==> config.mk <==
export PLATFORM = sky130hd
export DESIGN_NAME = axis_fifo
export DESIGN_NICKNAME = d
export VERILOG_FILES = /design/src/rtl/axis_pkg.sv /design/src/rtl/axis_fifo_ram.sv /design/src/rtl/axis_fifo.sv
export SDC_FILE = /design/constraint.sdc
export NUM_CORES = 1
export LEC_CHECK = 0
export CAP_MARGIN = 20
export CORE_ASPECT_RATIO = 0.8
export CORE_MARGIN = 1.5
export CORE_UTILIZATION = 55
export CTS_BUF_LIST = sky130_fd_sc_hd__clkbuf_16
export DETAILED_ROUTE_END_ITERATION = 8
export GPL_TIMING_DRIVEN = 0
export PLACE_DENSITY_LB_ADDON = 0.2
export SLEW_MARGIN = 20
export SYNTH_ARGS = -nofsm -noshare
export SYNTH_HDL_FRONTEND = slang
export SYNTH_SLANG_ARGS = --single-unit
export TNS_END_PERCENT = 20
==> constraint.sdc <==
create_clock -name clk -period 7.9 [get_ports clk]
set_input_delay 1.185 -clock clk [delete_from_list [all_inputs] [get_ports clk]]
set_output_delay 1.185 -clock clk [all_outputs]
set_load 0.02 [all_outputs]
==> src/rtl/axis_pkg.sv <==
// ---------------------------------------------------------------------------
// axis_pkg
// Shared definitions for the AXI4-Stream FIFO: beat layout, level-width
// helper and the packet-mode bypass state encoding.
// No ports (package).
// ---------------------------------------------------------------------------
package axis_pkg;

    // Default stream widths; modules override them through their parameters.
    localparam int unsigned AXIS_DATA_WIDTH_DFLT = 64;
    localparam int unsigned AXIS_USER_WIDTH_DFLT = 1;
    localparam int unsigned AXIS_KEEP_WIDTH_DFLT = AXIS_DATA_WIDTH_DFLT / 8;

    // Width of a counter that must hold 0..depth inclusive.
    function automatic int unsigned lvl_width(input int unsigned depth);
        return $clog2(depth) + 1;
    endfunction

    // Reference beat layout at default widths. Modules declare the same
    // field order locally with their own parameter widths.
    typedef struct packed {
        logic [AXIS_DATA_WIDTH_DFLT-1:0] data;
        logic [AXIS_KEEP_WIDTH_DFLT-1:0] keep;
        logic [AXIS_KEEP_WIDTH_DFLT-1:0] strb;
        logic                            last;
        logic [AXIS_USER_WIDTH_DFLT-1:0] user;
    } axis_beat_t;

    // Packet-mode output gating: hold for full packets or cut through.
    typedef enum logic {
        ST_IDLE   = 1'b0,
        ST_BYPASS = 1'b1
    } bypass_state_t;

endpackage

==> src/rtl/axis_fifo_ram.sv <==
// ---------------------------------------------------------------------------
// axis_fifo_ram
// Simple dual-port storage: one synchronous write port, one asynchronous
// read port, no reset on the array (maps to distributed RAM).
// Ports:
//   i_clk      write clock
//   i_wr_en    write enable
//   i_wr_addr  write address
//   i_wr_data  write data
//   i_rd_addr  read address
//   o_rd_data  read data (combinational from i_rd_addr)
// ---------------------------------------------------------------------------
module axis_fifo_ram #(
    parameter  int unsigned DEPTH      = 16,
    parameter  int unsigned WIDTH      = 82,
    localparam int unsigned ADDR_WIDTH = $clog2(DEPTH)
) (
    input  logic                  i_clk,
    input  logic                  i_wr_en,
    input  logic [ADDR_WIDTH-1:0] i_wr_addr,
    input  logic [WIDTH-1:0]      i_wr_data,
    input  logic [ADDR_WIDTH-1:0] i_rd_addr,
    output logic [WIDTH-1:0]      o_rd_data
);

    logic [WIDTH-1:0] r_mem [DEPTH];

    // Write port.
    always_ff @(posedge i_clk) begin
        if (i_wr_en) begin
            r_mem[i_wr_addr] <= i_wr_data;
        end
    end

    // Asynchronous read gives first-word-fall-through at the FIFO head.
    assign o_rd_data = r_mem[i_rd_addr];

endmodule

==> src/rtl/axis_fifo.sv <==
// ---------------------------------------------------------------------------
// axis_fifo
// AXI4-Stream FIFO buffering full beats (tdata/tkeep/tstrb/tlast/tuser)
// with first-word-fall-through output and a fill-level output.
// Optional store-and-forward packet mode when AXIS_FIFO_PKT_MODE_EN is
// defined: output is held until a complete packet is stored, with a
// bypass (cut-through) escape for packets longer than DEPTH.
// Ports:
//   clk, rst                         clock, asynchronous active-high reset
//   s_axis_tvalid/tready             upstream handshake (tready registered)
//   s_axis_tdata/tkeep/tstrb/tlast/tuser  upstream beat
//   m_axis_tvalid/tready             downstream handshake
//   m_axis_tdata/tkeep/tstrb/tlast/tuser  head beat
//   level                            beats stored, 0..DEPTH
//   pkt_count                        complete packets stored (0 without
//                                    packet mode)
// ---------------------------------------------------------------------------
module axis_fifo
    import axis_pkg::*;
#(
    parameter  int unsigned DATA_WIDTH = 64,
    parameter  int unsigned USER_WIDTH = 1,
    parameter  int unsigned DEPTH      = 16,
    localparam int unsigned KEEP_WIDTH = DATA_WIDTH / 8,
    localparam int unsigned STRB_WIDTH = DATA_WIDTH / 8,
    localparam int unsigned LVL_WIDTH  = lvl_width(DEPTH)
) (
    input  logic                  clk,
    input  logic                  rst,

    input  logic                  s_axis_tvalid,
    output logic                  s_axis_tready,
    input  logic [DATA_WIDTH-1:0] s_axis_tdata,
    input  logic [KEEP_WIDTH-1:0] s_axis_tkeep,
    input  logic [STRB_WIDTH-1:0] s_axis_tstrb,
    input  logic                  s_axis_tlast,
    input  logic [USER_WIDTH-1:0] s_axis_tuser,

    output logic                  m_axis_tvalid,
    input  logic                  m_axis_tready,
    output logic [DATA_WIDTH-1:0] m_axis_tdata,
    output logic [KEEP_WIDTH-1:0] m_axis_tkeep,
    output logic [STRB_WIDTH-1:0] m_axis_tstrb,
    output logic                  m_axis_tlast,
    output logic [USER_WIDTH-1:0] m_axis_tuser,

    output logic [LVL_WIDTH-1:0]  level,
    output logic [LVL_WIDTH-1:0]  pkt_count
);

    localparam int unsigned ADDR_WIDTH = $clog2(DEPTH);

    typedef struct packed {
        logic [DATA_WIDTH-1:0] data;
        logic [KEEP_WIDTH-1:0] keep;
        logic [STRB_WIDTH-1:0] strb;
        logic                  last;
        logic [USER_WIDTH-1:0] user;
    } beat_t;

    localparam int unsigned BEAT_WIDTH = $bits(beat_t);

    logic [ADDR_WIDTH-1:0] r_wr_ptr;
    logic [ADDR_WIDTH-1:0] r_rd_ptr;
    logic [LVL_WIDTH-1:0]  r_level;
    logic [LVL_WIDTH-1:0]  w_level_next;
    logic                  r_s_tready;
    logic                  w_push;
    logic                  w_pop;
    logic                  w_m_tvalid;
    beat_t                 w_wr_beat;
    beat_t                 w_rd_beat;
    logic [BEAT_WIDTH-1:0] w_rd_data;

    // Handshakes. tready is low when full, so a pop cannot free a slot for
    // a push in the same cycle.
    assign w_push = s_axis_tvalid && r_s_tready;
    assign w_pop  = w_m_tvalid && m_axis_tready;

    assign w_wr_beat = '{
        data: s_axis_tdata,
        keep: s_axis_tkeep,
        strb: s_axis_tstrb,
        last: s_axis_tlast,
        user: s_axis_tuser
    };

    axis_fifo_ram #(
        .DEPTH (DEPTH),
        .WIDTH (BEAT_WIDTH)
    ) u_ram (
        .i_clk     (clk),
        .i_wr_en   (w_push),
        .i_wr_addr (r_wr_ptr),
        .i_wr_data (w_wr_beat),
        .i_rd_addr (r_rd_ptr),
        .o_rd_data (w_rd_data)
    );

    assign w_rd_beat = beat_t'(w_rd_data);

    // Fill level after this edge.
    always_comb begin
        w_level_next = r_level;
        unique case ({w_push, w_pop})
            2'b10:   w_level_next = r_level + LVL_WIDTH'(1);
            2'b01:   w_level_next = r_level - LVL_WIDTH'(1);
            default: w_level_next = r_level;
        endcase
    end

    // Pointers, level and registered upstream tready.
    always_ff @(posedge clk or posedge rst) begin
        if (rst) begin
            r_wr_ptr   <= '0;
            r_rd_ptr   <= '0;
            r_level    <= '0;
            r_s_tready <= 1'b0;
        end else begin
            if (w_push) begin
                r_wr_ptr <= r_wr_ptr + ADDR_WIDTH'(1);
            end
            if (w_pop) begin
                r_rd_ptr <= r_rd_ptr + ADDR_WIDTH'(1);
            end
            r_level    <= w_level_next;
            r_s_tready <= (w_level_next < LVL_WIDTH'(DEPTH));
        end
    end

`ifdef AXIS_FIFO_PKT_MODE_EN
    logic [LVL_WIDTH-1:0] r_pkt_count;
    logic [LVL_WIDTH-1:0] w_pkt_count_next;
    bypass_state_t        r_state;
    bypass_state_t        w_state_next;
    logic                 w_push_last;
    logic                 w_pop_last;

    assign w_push_last = w_push && s_axis_tlast;
    assign w_pop_last  = w_pop && w_rd_beat.last;

    // Complete-packet count.
    always_comb begin
        w_pkt_count_next = r_pkt_count;
        unique case ({w_push_last, w_pop_last})
            2'b10:   w_pkt_count_next = r_pkt_count + LVL_WIDTH'(1);
            2'b01:   w_pkt_count_next = r_pkt_count - LVL_WIDTH'(1);
            default: w_pkt_count_next = r_pkt_count;
        endcase
    end

    always_ff @(posedge clk or posedge rst) begin
        if (rst) begin
            r_pkt_count <= '0;
        end else begin
            r_pkt_count <= w_pkt_count_next;
        end
    end

    // Bypass state register.
    always_ff @(posedge clk or posedge rst) begin
        if (rst) begin
            r_state <= ST_IDLE;
        end else begin
            r_state <= w_state_next;
        end
    end

    // Full with no complete packet would deadlock: cut through until the
    // oversized packet's tlast leaves.
    always_comb begin
        w_state_next = r_state;
        unique case (r_state)
            ST_IDLE: begin
                if ((r_level == LVL_WIDTH'(DEPTH)) && (r_pkt_count == '0)) begin
                    w_state_next = ST_BYPASS;
                end
            end
            ST_BYPASS: begin
                if (w_pop_last) begin
                    w_state_next = ST_IDLE;
                end
            end
            default: w_state_next = ST_IDLE;
        endcase
    end

    assign w_m_tvalid = (r_level != '0) &&
                        ((r_pkt_count != '0) || (r_state == ST_BYPASS));
    assign pkt_count  = r_pkt_count;
`else
    assign w_m_tvalid = (r_level != '0);
    assign pkt_count  = '0;
`endif

    assign s_axis_tready = r_s_tready;
    assign level         = r_level;

    assign m_axis_tvalid = w_m_tvalid;
    assign m_axis_tdata  = w_rd_beat.data;
    assign m_axis_tkeep  = w_rd_beat.keep;
    assign m_axis_tstrb  = w_rd_beat.strb;
    assign m_axis_tlast  = w_rd_beat.last;
    assign m_axis_tuser  = w_rd_beat.user;

endmodule

==> flow_metrics.py <==
metrics = {
    "status": {
        "outcome": "finished clean",
    },
    "flow_run": {
        "cap_violations": 0,
    },
    "synthesis": {
        "yosys-top-cells-area": "edfxtp_1, mux4_2, mux2i_1",
        "synth_top_family_by_area": "multiplexers",
        "synth_compound_area_share_pct": 5.077,
        "synthSimpleGateAreaFrac_pct": 1.017,
        "synthesis.area_um2": 51160,
        "yosys.area.top_type": "edfxtp_1",
        "synth-xor-area-share_pct": 0.1883,
        "yosysSeqAreaShare_pct": 77.69,
        "synth_adder_area_share_pct": 0.2592,
        "synth_cell_types": 31,
        "synth_top_area_share_pct": 77.00,
        "synth.area.mux_share_pct": 13.90,
        "syn_area_per_cell_um2": 20.24,
        "synth_cells": 2528,
        "synth_seq_cells": 1326,
        "ys_warn_count": 0,
    },
    "sta": {
        "fin_crit_sh_pct": 62.86,
        "holdWs_ns": 0.5437,
        "hold_violations": 0,
        "setup_tns_ns": 0,
        "worst_pin_slew_ns": 1.121,
        "fin_skew_ns": 0.01684,
        "finalSetupViolations": 0,
        "fin_crit_ns": 4.966,
        "grt_setup_unrepaired": "no",
        "relSlewSlack_pct": 25.30,
        "max_freq_mhz": 201.4,
        "final_max_slew_viol_count": 0,
    },
    "worst_hold_path": {
        "hp-class": "reg -> reg",
        "hp-start": "r_wr_ptr[2]",
    },
    "power": {
        "p_seq_share_pct": 38.7,
        "p_total_mw": 21.56,
        "p_clk_share_pct": 26.0,
        "combPwrFrac_pct": 35.3,
        "p_sw_share_pct": 32.86,
        "internal_power_mw": 14.48,
        "power.switching_mw": 7.085,
        "p_leak_nw": 19.45,
        "vdd_drop_max_v": 0.0002557,
        "powerDensity_nw_per_um2": 364.9,
    },
    "die": {
        "chipHeight_um": 275.8,
        "die_w_um": 344.0,
        "die-area_um2": 94870,
        "core_area_um2": 91660,
        "ioPinCount": 180,
        "row_count": 99,
        "initial_utilization_pct": 55.82,
    },
    "cts": {
        "cts_sinks": 1326,
        "cts_tree": "yes",
        "postCtsSetupRepairBufs": 0,
        "cts_buffer_depth": 3,
        "numCtsBuffers": 121,
        "htreeDepth": 3,
        "clk_pin_slew_worst_paths_ns": 0.06,
        "ctsResizeCount": 0,
        "insertion_delay_ns": 0.69,
        "hold_buffers": 0,
        "cts_root_buffer": "clkbuf_16",
    },
    "routing": {
        "drc": 0,
        "ant_nets": 0,
        "drt_first_pass_iters": 6,
        "drtIter0Drc": 2860,
        "drt-total-wl_um": 116900,
        "post_drt_wl_per_cell_um": 27.98,
        "vias_per_cell": 6.153,
        "num_vias": 25700,
    },
    "placed_design": {
        "port_buffers": 174,
        "routabilityCongestion": 0.7929,
        "dp_hpwl_um": 71190,
    },
    "final_layout": {
        "area_growth_pct": 15.49,
        "final_cell_mix": "edfxtp_1, mux2i_1, clkdlybuf4s50_1",
        "layout.cells.most_common": "edfxtp_1",
        "drive_above_1_share_pct": 18.00,
        "nets": 2957,
    },
    "setup_path": {
        "path_max_fanout": 10,
        "rr_worst_depth": 11,
        "startpoint": "r_rd_ptr[1]",
        "critical_path.endpoint": "m_axis_tdata[62]",
        "required_ns": 6.71,
        "criticalPathCategory": "reg -> out",
        "crit_path_start_kind": "register",
        "worstReg2RegStart": "level[2]",
        "cp.arrival_ns": 3.78,
        "timing.rr.end": "s_axis_tready",
        "reg2reg_slack_ns": 4.86,
        "cp-end-kind": "output port",
    },
    "global_routing": {
        "grt_pass1_vias": 26450,
        "antenna_found_initial": 9,
        "grt.total_usage_pct": 24.92,
        "grt_first_pass_wirelength_um": 171200,
        "grt-ovfl-total": 0,
        "grt_max_degree": 40,
    },
}
[critical path, cell delays in order, from the launching register on]
cell	delay (ns)
dfrtp_1	0.45
buf_2	0.47
clkbuf_1	0.71
mux4_2	0.42
a22oi_1	0.20
nand2_1	0.23
clkdlybuf4s50_1	0.61
[sequential cells by signal (all words and copies together) (netlist names), named ones only]
| signal | count |
|---|---|
| level | 4 |
| r_rd_ptr | 4 |
| r_wr_ptr | 4 |
| s_axis_tready | 1 |
| u_ram.r_mem | 1312 |
[layer usage]
metal,vias to the layer above,wire [um],part of all wire [%],track usage [%]
li1,11130,-,-,-
met1,13420,48150,41,34.74
met2,970,57550,49,40.96
met3,168,8618,7.4,4.614
met4,10,2486,2.1,6.683
met5,-,62,0.053,0
[area by class of cell]
type | count | area [um^2]
diodes | 4 | 10.01
plain buffers | 143 | 925.9
clock buffers | 125 | 3128
clock inverters | 98 | 674.4
fillers | 6074 | 32570
inverters | 7 | 26.28
multi-input cells | 1056 | 10530
flip-flops and latches | 1326 | 39750
well taps | 1212 | 1516
repair buffers | 206 | 2532
[how the worst min path moves through the flow]
stage	endpoint	slack [ns]	cells past startpoint
CTS	r_wr_ptr[2]	0.54	1
detailed placement	s_axis_tready	0.54	1
global placement	r_wr_ptr[2]	0.50	1
floorplan	r_wr_ptr[2]	0.48	1
global route	s_axis_tready	0.56	1
finish	r_wr_ptr[2]	0.54	1
[cell usage after synthesis, drive strengths merged]
cell,count
a21o,1
a21oi,84
a221oi,82
a22oi,82
and2,14
and3,5
buf,74
clkbuf,69
conb,1
dfrtp,14
edfxtp,1312
fa,1
ha,9
inv,7
mux2,84
mux2i,247
mux4,164
nand2,87
nand2b,1
nand3,4
nor2,1
nor2b,3
nor3,2
nor3b,1
o21ai,167
or3b,1
xnor2,7
xor2,4
[per-stage QoR]
step	instances	area, um^2	worst slack (ns)	util, %
6_report	4177	59090	2.934	64.46
5_1_grt	4175	59080	2.670	64.46
4_1_cts	4173	59080	2.903	64.45
3_5_place_dp	3950	55280	3.661	60.30
3_3_place_gp	3918	54440	1.032	59.39
2_1_floorplan	2532	51180	3.890	-
[power groups by stage]
stage / Clock, mW / Combinational [mW] / Sequential [mW]
detailed placement: 0 / 7.67 / 8.49
floorplan: 0 / 4.64 / 8.50
CTS: 5.68 / 7.71 / 8.34
global route: 5.94 / 8.13 / 8.37
global placement: 0 / 7.46 / 8.55
finish: 5.60 / 7.61 / 8.35
[logic make-up after synthesis]
kind of cell,after synthesis
XOR/XNOR,11
AO/OA/AOI/OAI,416
adder cells (fa/ha/maj),10
AND/OR/NAND/NOR,119
multiplexers,495
flip-flops,1326
other,1
buffers and inverters,150
Power figures use the tool's default switching activity.
